$ cat src/rtl/tlb_lookup_ctrl_if.sv
// Handshake bundle between tlb_lookup_ctrl and its requester / page walker.
// master = environment side (requester + walker), slave = the controller.
interface tlb_lookup_ctrl_if;
  logic        req_valid;
  logic        req_ready;
  logic [31:0] req_vaddr;
  logic        req_is_write;
  logic        resp_valid;
  logic        resp_ready;
  logic [31:0] resp_paddr;
  logic        resp_hit;
  logic        resp_fault;
  logic        walk_req_valid;
  logic [19:0] walk_req_vpn;
  logic        walk_resp_valid;
  logic [19:0] walk_resp_ppn;
  logic [1:0]  walk_resp_perms;
  logic        walk_resp_fault;

  modport master (
    output req_valid, req_vaddr, req_is_write, resp_ready,
    input  req_ready, resp_valid, resp_paddr, resp_hit, resp_fault,
    input  walk_req_valid, walk_req_vpn,
    output walk_resp_valid, walk_resp_ppn, walk_resp_perms, walk_resp_fault
  );

  modport slave (
    input  req_valid, req_vaddr, req_is_write, resp_ready,
    output req_ready, resp_valid, resp_paddr, resp_hit, resp_fault,
    output walk_req_valid, walk_req_vpn,
    input  walk_resp_valid, walk_resp_ppn, walk_resp_perms, walk_resp_fault
  );
endinterface

$ cat src/rtl/tlb_lookup_ctrl.sv
// Lookup/refill controller for a set-associative TLB with per-entry LRU use counters.
// Optional hit/miss statistics counters are enabled by defining TLB_CTRL_STATS_EN.
module tlb_lookup_ctrl #(
  parameter int NUM_SETS       = 16,
  parameter int NUM_WAYS       = 4,
  parameter int SET_INDEX_BITS = 4,
  parameter int LRU_BITS       = 3
) (
  input  logic                         clk,
  input  logic                         rst,
  tlb_lookup_ctrl_if.slave             bus,
  output logic [SET_INDEX_BITS-1:0]    rd_set_index,
  input  logic [NUM_WAYS-1:0]          rd_valid_vec,
  input  logic [NUM_WAYS*20-1:0]       rd_vpn_flat,
  input  logic [NUM_WAYS*20-1:0]       rd_ppn_flat,
  input  logic [NUM_WAYS*2-1:0]        rd_perms_flat,
  input  logic [NUM_WAYS*LRU_BITS-1:0] rd_lru_flat,
  output logic                         wr_en,
  output logic [SET_INDEX_BITS-1:0]    wr_set_index,
  output logic [1:0]                   wr_way,
  output logic                         wr_valid,
  output logic [19:0]                  wr_vpn,
  output logic [19:0]                  wr_ppn,
  output logic [1:0]                   wr_perms,
  output logic [LRU_BITS-1:0]          wr_lru_count,
  output logic                         lru_update_en,
  output logic [SET_INDEX_BITS-1:0]    lru_set_index,
  output logic [1:0]                   lru_way
`ifdef TLB_CTRL_STATS_EN
  ,
  output logic [31:0]                  stat_hits,
  output logic [31:0]                  stat_misses
`endif
);

  typedef enum logic [2:0] {
    S_IDLE,
    S_LOOKUP,
    S_WALK,
    S_FILL,
    S_RESP
  } state_t;

  localparam logic [SET_INDEX_BITS-1:0] SET_MASK = SET_INDEX_BITS'(NUM_SETS - 1);

  state_t      state_q, state_d;
  logic [31:0] vaddr_q, vaddr_d;
  logic        is_write_q, is_write_d;
  logic [1:0]  victim_q, victim_d;
  logic [19:0] fill_ppn_q, fill_ppn_d;
  logic [1:0]  fill_perms_q, fill_perms_d;
  logic [31:0] resp_paddr_q, resp_paddr_d;
  logic        resp_hit_q, resp_hit_d;
  logic        resp_fault_q, resp_fault_d;

  logic [19:0]               vpn;
  logic [SET_INDEX_BITS-1:0] set_idx;

  assign vpn     = vaddr_q[31:12];
  assign set_idx = vaddr_q[12 +: SET_INDEX_BITS] & SET_MASK;

  logic [19:0]         way_ppn [NUM_WAYS];
  logic [1:0]          way_perms [NUM_WAYS];
  logic [LRU_BITS-1:0] way_lru [NUM_WAYS];
  logic [NUM_WAYS-1:0] hit_vec;

  generate
    for (genvar gi = 0; gi < NUM_WAYS; gi++) begin : g_way
      assign way_ppn[gi]   = rd_ppn_flat[gi*20 +: 20];
      assign way_perms[gi] = rd_perms_flat[gi*2 +: 2];
      assign way_lru[gi]   = rd_lru_flat[gi*LRU_BITS +: LRU_BITS];
      assign hit_vec[gi]   = rd_valid_vec[gi] && (rd_vpn_flat[gi*20 +: 20] == vpn);
    end
  endgenerate

  // Multiple matching ways can only come from a corrupted array; the lowest one is used.
  logic       any_hit;
  logic [1:0] hit_way;
  always_comb begin
    any_hit = |hit_vec;
    hit_way = '0;
    for (int w = NUM_WAYS - 1; w >= 0; w--) begin
      if (hit_vec[w]) hit_way = 2'(w);
    end
  end

  logic [19:0]         hit_ppn;
  logic [1:0]          hit_perms;
  logic [LRU_BITS-1:0] hit_lru;
  logic                hit_lru_sat;
  assign hit_ppn     = way_ppn[hit_way];
  assign hit_perms   = way_perms[hit_way];
  assign hit_lru     = way_lru[hit_way];
  assign hit_lru_sat = (hit_lru == {LRU_BITS{1'b1}});

  // Loads are never permission-checked, so the read bit is not consulted.
  logic unused_read_perm;
  assign unused_read_perm = hit_perms[0];

  // Victim: first invalid way, otherwise the least-used way (ties go to the lower index).
  logic                victim_way;
  logic [1:0]          victim_sel;
  logic [LRU_BITS-1:0] min_cnt;
  always_comb begin
    victim_way = 1'b0;
    victim_sel = '0;
    min_cnt    = way_lru[0];
    for (int w = 0; w < NUM_WAYS; w++) begin
      if (!victim_way && !rd_valid_vec[w]) begin
        victim_way = 1'b1;
        victim_sel = 2'(w);
      end
    end
    if (!victim_way) begin
      for (int w = 1; w < NUM_WAYS; w++) begin
        if (way_lru[w] < min_cnt) begin
          min_cnt    = way_lru[w];
          victim_sel = 2'(w);
        end
      end
    end
  end

  assign rd_set_index  = set_idx;
  assign wr_set_index  = set_idx;
  assign wr_way        = victim_q;
  assign wr_valid      = 1'b1;
  assign wr_vpn        = vpn;
  assign wr_ppn        = fill_ppn_q;
  assign wr_perms      = fill_perms_q;
  assign wr_lru_count  = LRU_BITS'(1);
  assign lru_set_index = set_idx;
  assign lru_way       = hit_way;

  assign bus.resp_paddr   = resp_paddr_q;
  assign bus.resp_hit     = resp_hit_q;
  assign bus.resp_fault   = resp_fault_q;
  assign bus.walk_req_vpn = vpn;

  always_comb begin
    state_d            = state_q;
    vaddr_d            = vaddr_q;
    is_write_d         = is_write_q;
    victim_d           = victim_q;
    fill_ppn_d         = fill_ppn_q;
    fill_perms_d       = fill_perms_q;
    resp_paddr_d       = resp_paddr_q;
    resp_hit_d         = resp_hit_q;
    resp_fault_d       = resp_fault_q;
    bus.req_ready      = 1'b0;
    bus.resp_valid     = 1'b0;
    bus.walk_req_valid = 1'b0;
    wr_en              = 1'b0;
    lru_update_en      = 1'b0;

    case (state_q)
      S_IDLE: begin
        bus.req_ready = 1'b1;
        if (bus.req_valid) begin
          vaddr_d    = bus.req_vaddr;
          is_write_d = bus.req_is_write;
          state_d    = S_LOOKUP;
        end
      end

      S_LOOKUP: begin
        if (any_hit) begin
          // A faulting store still counts as a use of the entry.
          lru_update_en = !hit_lru_sat;
          resp_hit_d    = 1'b1;
          resp_fault_d  = is_write_q && !hit_perms[1];
          resp_paddr_d  = (is_write_q && !hit_perms[1]) ? 32'd0 : {hit_ppn, vaddr_q[11:0]};
          state_d       = S_RESP;
        end else begin
          victim_d = victim_sel;
          state_d  = S_WALK;
        end
      end

      S_WALK: begin
        bus.walk_req_valid = 1'b1;
        if (bus.walk_resp_valid) begin
          resp_hit_d = 1'b0;
          if (bus.walk_resp_fault) begin
            resp_fault_d = 1'b1;
            resp_paddr_d = 32'd0;
            state_d      = S_RESP;
          end else begin
            fill_ppn_d   = bus.walk_resp_ppn;
            fill_perms_d = bus.walk_resp_perms;
            resp_fault_d = is_write_q && !bus.walk_resp_perms[1];
            resp_paddr_d = (is_write_q && !bus.walk_resp_perms[1]) ? 32'd0
                                                                   : {bus.walk_resp_ppn, vaddr_q[11:0]};
            state_d      = S_FILL;
          end
        end
      end

      S_FILL: begin
        wr_en   = 1'b1;
        state_d = S_RESP;
      end

      S_RESP: begin
        bus.resp_valid = 1'b1;
        if (bus.resp_ready) state_d = S_IDLE;
      end

      default: state_d = S_IDLE;
    endcase
  end

  always_ff @(posedge clk) begin
    if (rst) begin
      state_q      <= S_IDLE;
      vaddr_q      <= '0;
      is_write_q   <= 1'b0;
      victim_q     <= '0;
      fill_ppn_q   <= '0;
      fill_perms_q <= '0;
      resp_paddr_q <= '0;
      resp_hit_q   <= 1'b0;
      resp_fault_q <= 1'b0;
    end else begin
      state_q      <= state_d;
      vaddr_q      <= vaddr_d;
      is_write_q   <= is_write_d;
      victim_q     <= victim_d;
      fill_ppn_q   <= fill_ppn_d;
      fill_perms_q <= fill_perms_d;
      resp_paddr_q <= resp_paddr_d;
      resp_hit_q   <= resp_hit_d;
      resp_fault_q <= resp_fault_d;
    end
  end

`ifdef TLB_CTRL_STATS_EN
  logic [31:0] stat_hits_q, stat_hits_d;
  logic [31:0] stat_misses_q, stat_misses_d;

  always_comb begin
    stat_hits_d   = stat_hits_q;
    stat_misses_d = stat_misses_q;
    if (state_q == S_LOOKUP) begin
      if (any_hit) begin
        if (stat_hits_q != 32'hFFFF_FFFF) stat_hits_d = stat_hits_q + 32'd1;
      end else begin
        if (stat_misses_q != 32'hFFFF_FFFF) stat_misses_d = stat_misses_q + 32'd1;
      end
    end
  end

  always_ff @(posedge clk) begin
    if (rst) begin
      stat_hits_q   <= '0;
      stat_misses_q <= '0;
    end else begin
      stat_hits_q   <= stat_hits_d;
      stat_misses_q <= stat_misses_d;
    end
  end

  assign stat_hits   = stat_hits_q;
  assign stat_misses = stat_misses_q;
`endif

endmodule

$ cat src/flat_wrapper.sv
// flat-port wrapper written by rule: the top's interface ports become plain ports
module tlb_lookup_ctrl_flat 
#(
  parameter int NUM_SETS       = 16,
  parameter int NUM_WAYS       = 4,
  parameter int SET_INDEX_BITS = 4,
  parameter int LRU_BITS       = 3
)
  (clk, rst, rd_set_index, rd_valid_vec, rd_vpn_flat, rd_ppn_flat, rd_perms_flat, rd_lru_flat, wr_en, wr_set_index, wr_way, wr_valid, wr_vpn, wr_ppn, wr_perms, wr_lru_count, lru_update_en, lru_set_index, lru_way, bus_req_valid, bus_req_vaddr, bus_req_is_write, bus_resp_ready, bus_req_ready, bus_resp_valid, bus_resp_paddr, bus_resp_hit, bus_resp_fault, bus_walk_req_valid, bus_walk_req_vpn, bus_walk_resp_valid, bus_walk_resp_ppn, bus_walk_resp_perms, bus_walk_resp_fault);
  tlb_lookup_ctrl_if bus_i ();
  input  logic clk;
  input  logic rst;
  output logic [SET_INDEX_BITS-1:0] rd_set_index;
  input  logic [NUM_WAYS-1:0] rd_valid_vec;
  input  logic [NUM_WAYS*20-1:0] rd_vpn_flat;
  input  logic [NUM_WAYS*20-1:0] rd_ppn_flat;
  input  logic [NUM_WAYS*2-1:0] rd_perms_flat;
  input  logic [NUM_WAYS*LRU_BITS-1:0] rd_lru_flat;
  output logic wr_en;
  output logic [SET_INDEX_BITS-1:0] wr_set_index;
  output logic [1:0] wr_way;
  output logic wr_valid;
  output logic [19:0] wr_vpn;
  output logic [19:0] wr_ppn;
  output logic [1:0] wr_perms;
  output logic [LRU_BITS-1:0] wr_lru_count;
  output logic lru_update_en;
  output logic [SET_INDEX_BITS-1:0] lru_set_index;
  output logic [1:0] lru_way;
  input wire logic [$bits(bus_i.req_valid)-1:0] bus_req_valid;
  input wire logic [$bits(bus_i.req_vaddr)-1:0] bus_req_vaddr;
  input wire logic [$bits(bus_i.req_is_write)-1:0] bus_req_is_write;
  input wire logic [$bits(bus_i.resp_ready)-1:0] bus_resp_ready;
  output wire logic [$bits(bus_i.req_ready)-1:0] bus_req_ready;
  output wire logic [$bits(bus_i.resp_valid)-1:0] bus_resp_valid;
  output wire logic [$bits(bus_i.resp_paddr)-1:0] bus_resp_paddr;
  output wire logic [$bits(bus_i.resp_hit)-1:0] bus_resp_hit;
  output wire logic [$bits(bus_i.resp_fault)-1:0] bus_resp_fault;
  output wire logic [$bits(bus_i.walk_req_valid)-1:0] bus_walk_req_valid;
  output wire logic [$bits(bus_i.walk_req_vpn)-1:0] bus_walk_req_vpn;
  input wire logic [$bits(bus_i.walk_resp_valid)-1:0] bus_walk_resp_valid;
  input wire logic [$bits(bus_i.walk_resp_ppn)-1:0] bus_walk_resp_ppn;
  input wire logic [$bits(bus_i.walk_resp_perms)-1:0] bus_walk_resp_perms;
  input wire logic [$bits(bus_i.walk_resp_fault)-1:0] bus_walk_resp_fault;
  assign bus_i.req_valid = bus_req_valid;
  assign bus_i.req_vaddr = bus_req_vaddr;
  assign bus_i.req_is_write = bus_req_is_write;
  assign bus_i.resp_ready = bus_resp_ready;
  assign bus_req_ready = bus_i.req_ready;
  assign bus_resp_valid = bus_i.resp_valid;
  assign bus_resp_paddr = bus_i.resp_paddr;
  assign bus_resp_hit = bus_i.resp_hit;
  assign bus_resp_fault = bus_i.resp_fault;
  assign bus_walk_req_valid = bus_i.walk_req_valid;
  assign bus_walk_req_vpn = bus_i.walk_req_vpn;
  assign bus_i.walk_resp_valid = bus_walk_resp_valid;
  assign bus_i.walk_resp_ppn = bus_walk_resp_ppn;
  assign bus_i.walk_resp_perms = bus_walk_resp_perms;
  assign bus_i.walk_resp_fault = bus_walk_resp_fault;
  tlb_lookup_ctrl #(.NUM_SETS(NUM_SETS), .NUM_WAYS(NUM_WAYS), .SET_INDEX_BITS(SET_INDEX_BITS), .LRU_BITS(LRU_BITS)) u_core (.clk(clk), .rst(rst), .bus(bus_i), .rd_set_index(rd_set_index), .rd_valid_vec(rd_valid_vec), .rd_vpn_flat(rd_vpn_flat), .rd_ppn_flat(rd_ppn_flat), .rd_perms_flat(rd_perms_flat), .rd_lru_flat(rd_lru_flat), .wr_en(wr_en), .wr_set_index(wr_set_index), .wr_way(wr_way), .wr_valid(wr_valid), .wr_vpn(wr_vpn), .wr_ppn(wr_ppn), .wr_perms(wr_perms), .wr_lru_count(wr_lru_count), .lru_update_en(lru_update_en), .lru_set_index(lru_set_index), .lru_way(lru_way));
endmodule
$ cat config.mk
export PLATFORM = sky130hd
export DESIGN_NAME = tlb_lookup_ctrl_flat
export DESIGN_NICKNAME = d
export VERILOG_FILES = /design/src/rtl/tlb_lookup_ctrl_if.sv /design/src/rtl/tlb_lookup_ctrl.sv /design/src/flat_wrapper.sv
export SDC_FILE = /design/constraint.sdc
export NUM_CORES = 1
export LEC_CHECK = 0
export ABC_AREA = 1
export CAP_MARGIN = 20
export CORE_MARGIN = 2
export CORE_UTILIZATION = 40
export DETAILED_ROUTE_END_ITERATION = 6
export GPL_ROUTABILITY_DRIVEN = 0
export PLACE_DENSITY = 0.79
export SYNTH_ARGS = -nofsm -noshare
export SYNTH_HDL_FRONTEND = slang
export SYNTH_SLANG_ARGS = --single-unit
$ cat constraint.sdc
create_clock -name clk -period 4.7 [get_ports clk]
set_input_delay 0.94 -clock clk [delete_from_list [all_inputs] [get_ports clk]]
set_output_delay 0.94 -clock clk [all_outputs]
set_load 0.1 [all_outputs]
# --- After elaboration in Yosys (flattened, before gate mapping) ---
# Index checks and enable logic that the tools add are counted.
# Widths: inputs -> output; s select.
word_totals:
  output_inout_bits: 121
  register_bits: 94
classes:
  bitwise_logic: 3
  reduce_logical: 25
  n_eq_ne: 13
  magnitude_cmp: 4
  mux: 53
op_table:
  columns: ["op", "count"]
  rows:
  - ["$mux 32", 5]
  - ["$eq 20x20->1", 4]
  - ["$pmux 32 s2", 1]
  - ["$bmux 20 s2", 1]
  - ["$mux 20", 2]
  - ["$mux 3", 11]
  - ["$mux 2", 12]
  - ["$mux 1", 16]
  - ["$pmux 3 s5", 1]
  - ["$logic_and 1x1->1", 9]
  - ["$lt 3x3->1", 3]
  - ["$reduce_and 3->1", 3]
  - ["$logic_not 1->1", 8]
  - ["$bmux 3 s2", 1]
  - ["$eq 3x2->1 const B", 2]
  - ["$eq 3x3->1 const B", 2]
  - ["$ne 2x2->1 const B", 3]
  - ["$bmux 2 s2", 1]
  - ["$pmux 1 s2", 2]
  - ["$reduce_and 2->1", 2]
  - ["$reduce_or 4->1", 1]
  - ["$eq 3x1->1 const B", 1]
  - ["$ge 3x3->1 const B", 1]
  - ["$logic_not 3->1", 1]
  - ["other kinds (4)", 5]

# --- Depth between registers and ports, before layout ---
# Gate-level depths: netlist of the first run.
depth:
  word_depth: 16
  depth_mapped: 19
  mapped_depth_nobuf: 19

# --- Worst setup path before layout of the first run ---
# No wires, ideal clock.
synth_path:
  path_type: "in2out"
  from: "in rd_vpn_flat[39]"
  to: "out lru_way[0]"
  path_buffers: 0
  arrival_time_ps: 3665
  cell_stages: 7
  setup_slack_ps: 95
  cell_sequence: "inv_1 nor2_1 nor3_1 nand3_1 nor2_1 nand3_1 a21boi_0"
synth_via:
  elab_chain_cells: 4
synth_lines:
  columns: ["element", "line_no", "text"]
  rows:
  - ["start, declared", "flat_wrapper.sv:15", "input logic [NUM_WAYS*20-1:0] rd_vpn_flat;"]
  - ["$eq 20x20->1", "tlb_lookup_ctrl.sv:72", "assign hit_vec[gi] = rd_valid_vec[gi] && (rd_vpn_flat[gi*20 +: 20] == vpn);"]
  - ["$logic_and 1x1->1", "tlb_lookup_ctrl.sv:72", null]
  - ["$mux 2 (2 in a row)", "tlb_lookup_ctrl.sv:83", "if (hit_vec[w]) hit_way = 2'(w);"]
  - ["end, declared", "flat_wrapper.sv:29", "output logic [1:0] lru_way;"]
# No other way between the ends.

# --- Final worst setup path of the first run ---
layout_path:
  from: "in rd_valid_vec[1]"
  to: "out lru_update_en"
layout_via:
  elab_chain_cells: 11
layout_lines:
  columns: ["element", "line_no", "text"]
  rows:
  - ["start, declared", "flat_wrapper.sv:14", "input logic [NUM_WAYS-1:0] rd_valid_vec;"]
  - ["$logic_and 1x1->1 (*)", "tlb_lookup_ctrl.sv:72", null]
  - ["$mux 2 (2 in a row)", "tlb_lookup_ctrl.sv:83", null]
  - ["$not 2->3 (not written as such)", "tlb_lookup_ctrl.sv:93", "assign hit_lru = way_lru[hit_way];"]
  - ["$bmux 3 s2", "tlb_lookup_ctrl.sv:93", null]
  - ["$mux 3 (not written as such) (2 in a row)", "tlb_lookup_ctrl.sv:93", null]
  - ["$eq 3x3->1", "tlb_lookup_ctrl.sv:94", "assign hit_lru_sat = (hit_lru == {LRU_BITS{1'b1}});"]
  - ["$logic_not 1->1", "tlb_lookup_ctrl.sv:169", "lru_update_en = !hit_lru_sat;"]
  - ["$mux 1 (*)", "tlb_lookup_ctrl.sv:167", "if (any_hit) begin"]
  - ["$mux 1 (*)", "tlb_lookup_ctrl.sv:156", "case (state_q)"]
  - ["end, declared", "flat_wrapper.sv:27", "output logic lru_update_en;"]
# Every way passes the cells marked *; elsewhere a longest branch is shown, timed or not. The select of a mux whose other input is x is not followed.

==> results of run 1 <==
-- registers in the layout (all words and copies together), names as in the netlist --
name	count
u_core.bus.resp_fault	1
u_core.bus.resp_hit	1
u_core.bus.resp_paddr	32
u_core.is_write_q	1
u_core.state_q	3
u_core.vaddr_q	32
u_core.wr_perms	2
u_core.wr_ppn	20
u_core.wr_way	2
-- worst max-delay path, delay by kind of cell --
| kind | cells | cell delay (ns) |
|---|---|---|
| buffers and inverters | 3 | 0.93 |
| AND/OR/NAND/NOR | 7 | 0.91 |
| AO/OA/AOI/OAI | 2 | 0.33 |
-- kinds of logic (layout without fill, tap and decap cells) --
group           after synthesis  count (layout)  share of synthesized area [%]
compound gates              179             179                          12.60
xor+xnor                     16              16                          1.856
fa+ha+maj                     8               8                          1.326
buf+inv                     311             588                          19.26
flops                        94              94                          24.93
other cells                   2               4                        0.09947
simple gates                669             669                          39.94
-- layer usage --
layer	vias up	part of all wire (%)
met2	446	44
met4	0	4.6
li1	4530	-
met1	4092	43
met5	-	0
met3	81	9.1
-- worst max-delay path by stage --
stage / startpoint / end / depth (start not counted)
global placement: rd_valid_vec[1] / u_core.bus.resp_paddr[1] / 13
floorplan: rd_vpn_flat[39] / lru_way[0] / 7
finish: rd_valid_vec[1] / lru_update_en / 12
detailed placement: rd_valid_vec[1] / u_core.bus.resp_paddr[1] / 13
CTS: rd_valid_vec[1] / lru_update_en / 12
global route: rd_valid_vec[1] / lru_update_en / 12
-- cell type report --
type | count | share of cell area (%)
inverter | 201 | 6.782
sequential | 94 | 16.92
clock inverter | 7 | 0.5624
timing repair buffer | 371 | 33.11
multi-input combinational | 876 | 37.97
clock buffer | 9 | 2.025
tap | 234 | 2.632
-- synthesized netlist by cell type, types with 2 or more instances --
master / number / share of area [%]
nand2_1: 325 / 16
nand3_1: 103 / 6.8
nor2_2: 3 / 0.25
nand4_1: 35 / 2.9
conb_1: 2 / 0.099
o211ai_1: 2 / 0.20
xnor2_1: 16 / 1.9
a21oi_1: 88 / 5.8
nand2_2: 5 / 0.41
buf_2: 16 / 1.1
nor3b_2: 2 / 0.33
ha_1: 8 / 1.3
nand3b_1: 42 / 4.2
inv_1: 185 / 9.2
buf_4: 57 / 5.7
nand3_2: 4 / 0.53
or2_1: 5 / 0.41
buf_6: 7 / 1.0
o21bai_1: 3 / 0.30
dfxtp_1: 94 / 25
nor2_1: 122 / 6.1
a21oi_2: 10 / 1.2
nor3_1: 12 / 0.80
clkbuf_1: 30 / 1.5
o21ai_0: 73 / 4.8
or2_2: 3 / 0.25
nor3b_1: 6 / 0.60
inv_2: 15 / 0.75
-- power by group --
group | leakage (µW) | internal, µW | switching (µW)
clock network | 0.000145 | 373 | 365
logic | 0.00431 | 827 | 2300
registers | 0.000771 | 965 | 165
total | 0.00522 | 2160 | 2830
-- metrics by stage --
step           hold slack (ns)  total power, µW  utilization [%]  setup slack, ns
3_3_place_gp            0.4397             4207            58.13           0.5924
3_5_place_dp            0.4489             4242            58.13           0.5719
6_report                0.4574             4991            59.67           0.6366
5_1_grt                 0.4749             5229            59.67           0.5096
2_1_floorplan           0.4299             3510                -          0.09537
4_1_cts                 0.4593             4990            59.67           0.6724
==> impl_metrics.json, run 1 <==
{
  "wl_um": 29470,
  "final_cell_area_mm2": 0.01112,
  "fp.dieH_um": 141.4,
  "hold_end": "u_core.vaddr_q[4]",
  "grt_use_total_pct": 28.64,
  "grtUsageMet3_pct": 5.535,
  "ys_seq_area_share_pct": 24.93,
  "cts_buffers": 9,
  "cts_hold_buf": 0,
  "grt_use_met1_pct": 38.56,
  "rsz0062_at_grt": "false",
  "avgSynthCellArea_um2": 5.903,
  "drive_gt1_share_pct": 5.006,
  "worstPathArrival_ns": 3.12,
  "vdd_ir_drop_max_v": 0.0002157,
  "register_area_mm2": 0.001882,
  "hp-class": "reg -> reg",
  "n_fill_cell": 1793,
  "grt_pass1_wl_um": 44830,
  "grt_pass1_vias": 8401,
  "status": "completed",
  "die-area_mm2": 0.01999,
  "mostFrequentLayoutCell": "clkdlybuf4s50_1",
  "reg2reg_from": "u_core.vaddr_q[15]",
  "p_leak_uw": 0.005225,
  "cts_tree": "yes",
  "vias": 9149,
  "avgRoutedWirePerCell_um": 16.45,
  "detail_route.vias_per_cell": 5.105,
  "fin_cells": 1792,
  "ctsResizeCount": 0,
  "r2r_slack_ns": 1.21,
  "finalSetupTns_ns": 0,
  "cp_cell_sequence": "clkdlybuf4s50_1 -> inv_1 -> nor2_1 -> nand4_1 -> nor2_1 -> nand3_1 -> nand2_2 -> nand2_4 -> nand4_1 -> o211ai_1 -> a21oi_1 -> buf_12",
  "ios": 366,
  "dpl_cell_area_mm2": 0.01084,
  "fin_crit_sh_pct": 86.45,
  "finalClockSkew_ns": 0.01218,
  "ys_async_sr_fraction_pct": 0,
  "synth_ff_type": "dfxtp_1",
  "r2r_cells": 14,
  "die_w_um": 141.4,
  "clock_sinks": 94,
  "start_util_pct": 40.50,
  "syn_to_final_growth_pct": 47.35,
  "crit_slowest_cell": "clkdlybuf4s50_1",
  "crit_path_end_kind": "primary output",
  "drv_slew": 0,
  "synthCells": 1279,
  "hold_viol_final": 0,
  "final_antenna_net_count": 0,
  "place_inst": 1776,
  "setup_viol": 0,
  "top_usage_layer": "met2",
  "crit_type": "in -> out",
  "max_freq_mhz": 246.1,
  "clock_latency_ns": 0.35,
  "grt.overflow.total": 0,
  "drv_cap": 0,
  "slew_headroom_pct": 30.28,
  "clk_pin_slew_worst_paths_ns": 0.07,
  "final_cell_mix": "clkdlybuf4s50_1, nand2_1, inv_1",
  "ys_types": 34,
  "core-area_mm2": 0.01864,
  "clockRootBuffer": "clkbuf_16",
  "htree_levels": 3,
  "powerDensity_mw_per_mm2": 448.6,
  "cp_data_required_time_ns": 3.76,
  "first_pass_iters": 6,
  "std_cell_rows": 50,
  "grt_max_degree": 47,
  "worstReg2RegEnd": "u_core.bus.resp_paddr[1]",
  "grtUsageMet2_pct": 44.46,
  "nets": 1806,
  "hold_path_depth": 2,
  "crit_fanout": 6,
  "startpoint_type": "input port",
  "drtIter0Drc": 795,
  "min_from": "u_core.vaddr_q[4]",
  "synth.yosys.warnings": 0,
  "hpwl_um": 23310,
  "synth_edf_count": 0,
  "numPortBuffers": 357,
  "post-cts-setup-buffers": 0,
  "multi_input_area_mm2": 0.004224,
  "diodes": 0,
  "worst_pin_slew_ns": 1.043,
  "drc": 0,
  "synth_area_mm2": 0.007550,
  "antenna_found_initial": 0,
  "finalCriticalPeriod_ns": 4.063,
  "cp_slowest_stage_delay_ns": 0.65,
  "clk_path_buf_depth": 2,
  "ys_ff_latch": 94
}
Note: power is estimated with default switching activity, not from simulation.
==> run 2: changes to the inputs <==
Settings changed: SKIP_LAST_GASP set to 1.
==> results of run 2 <==
The final DEF is identical to that of run 1; final timing and power are the same.
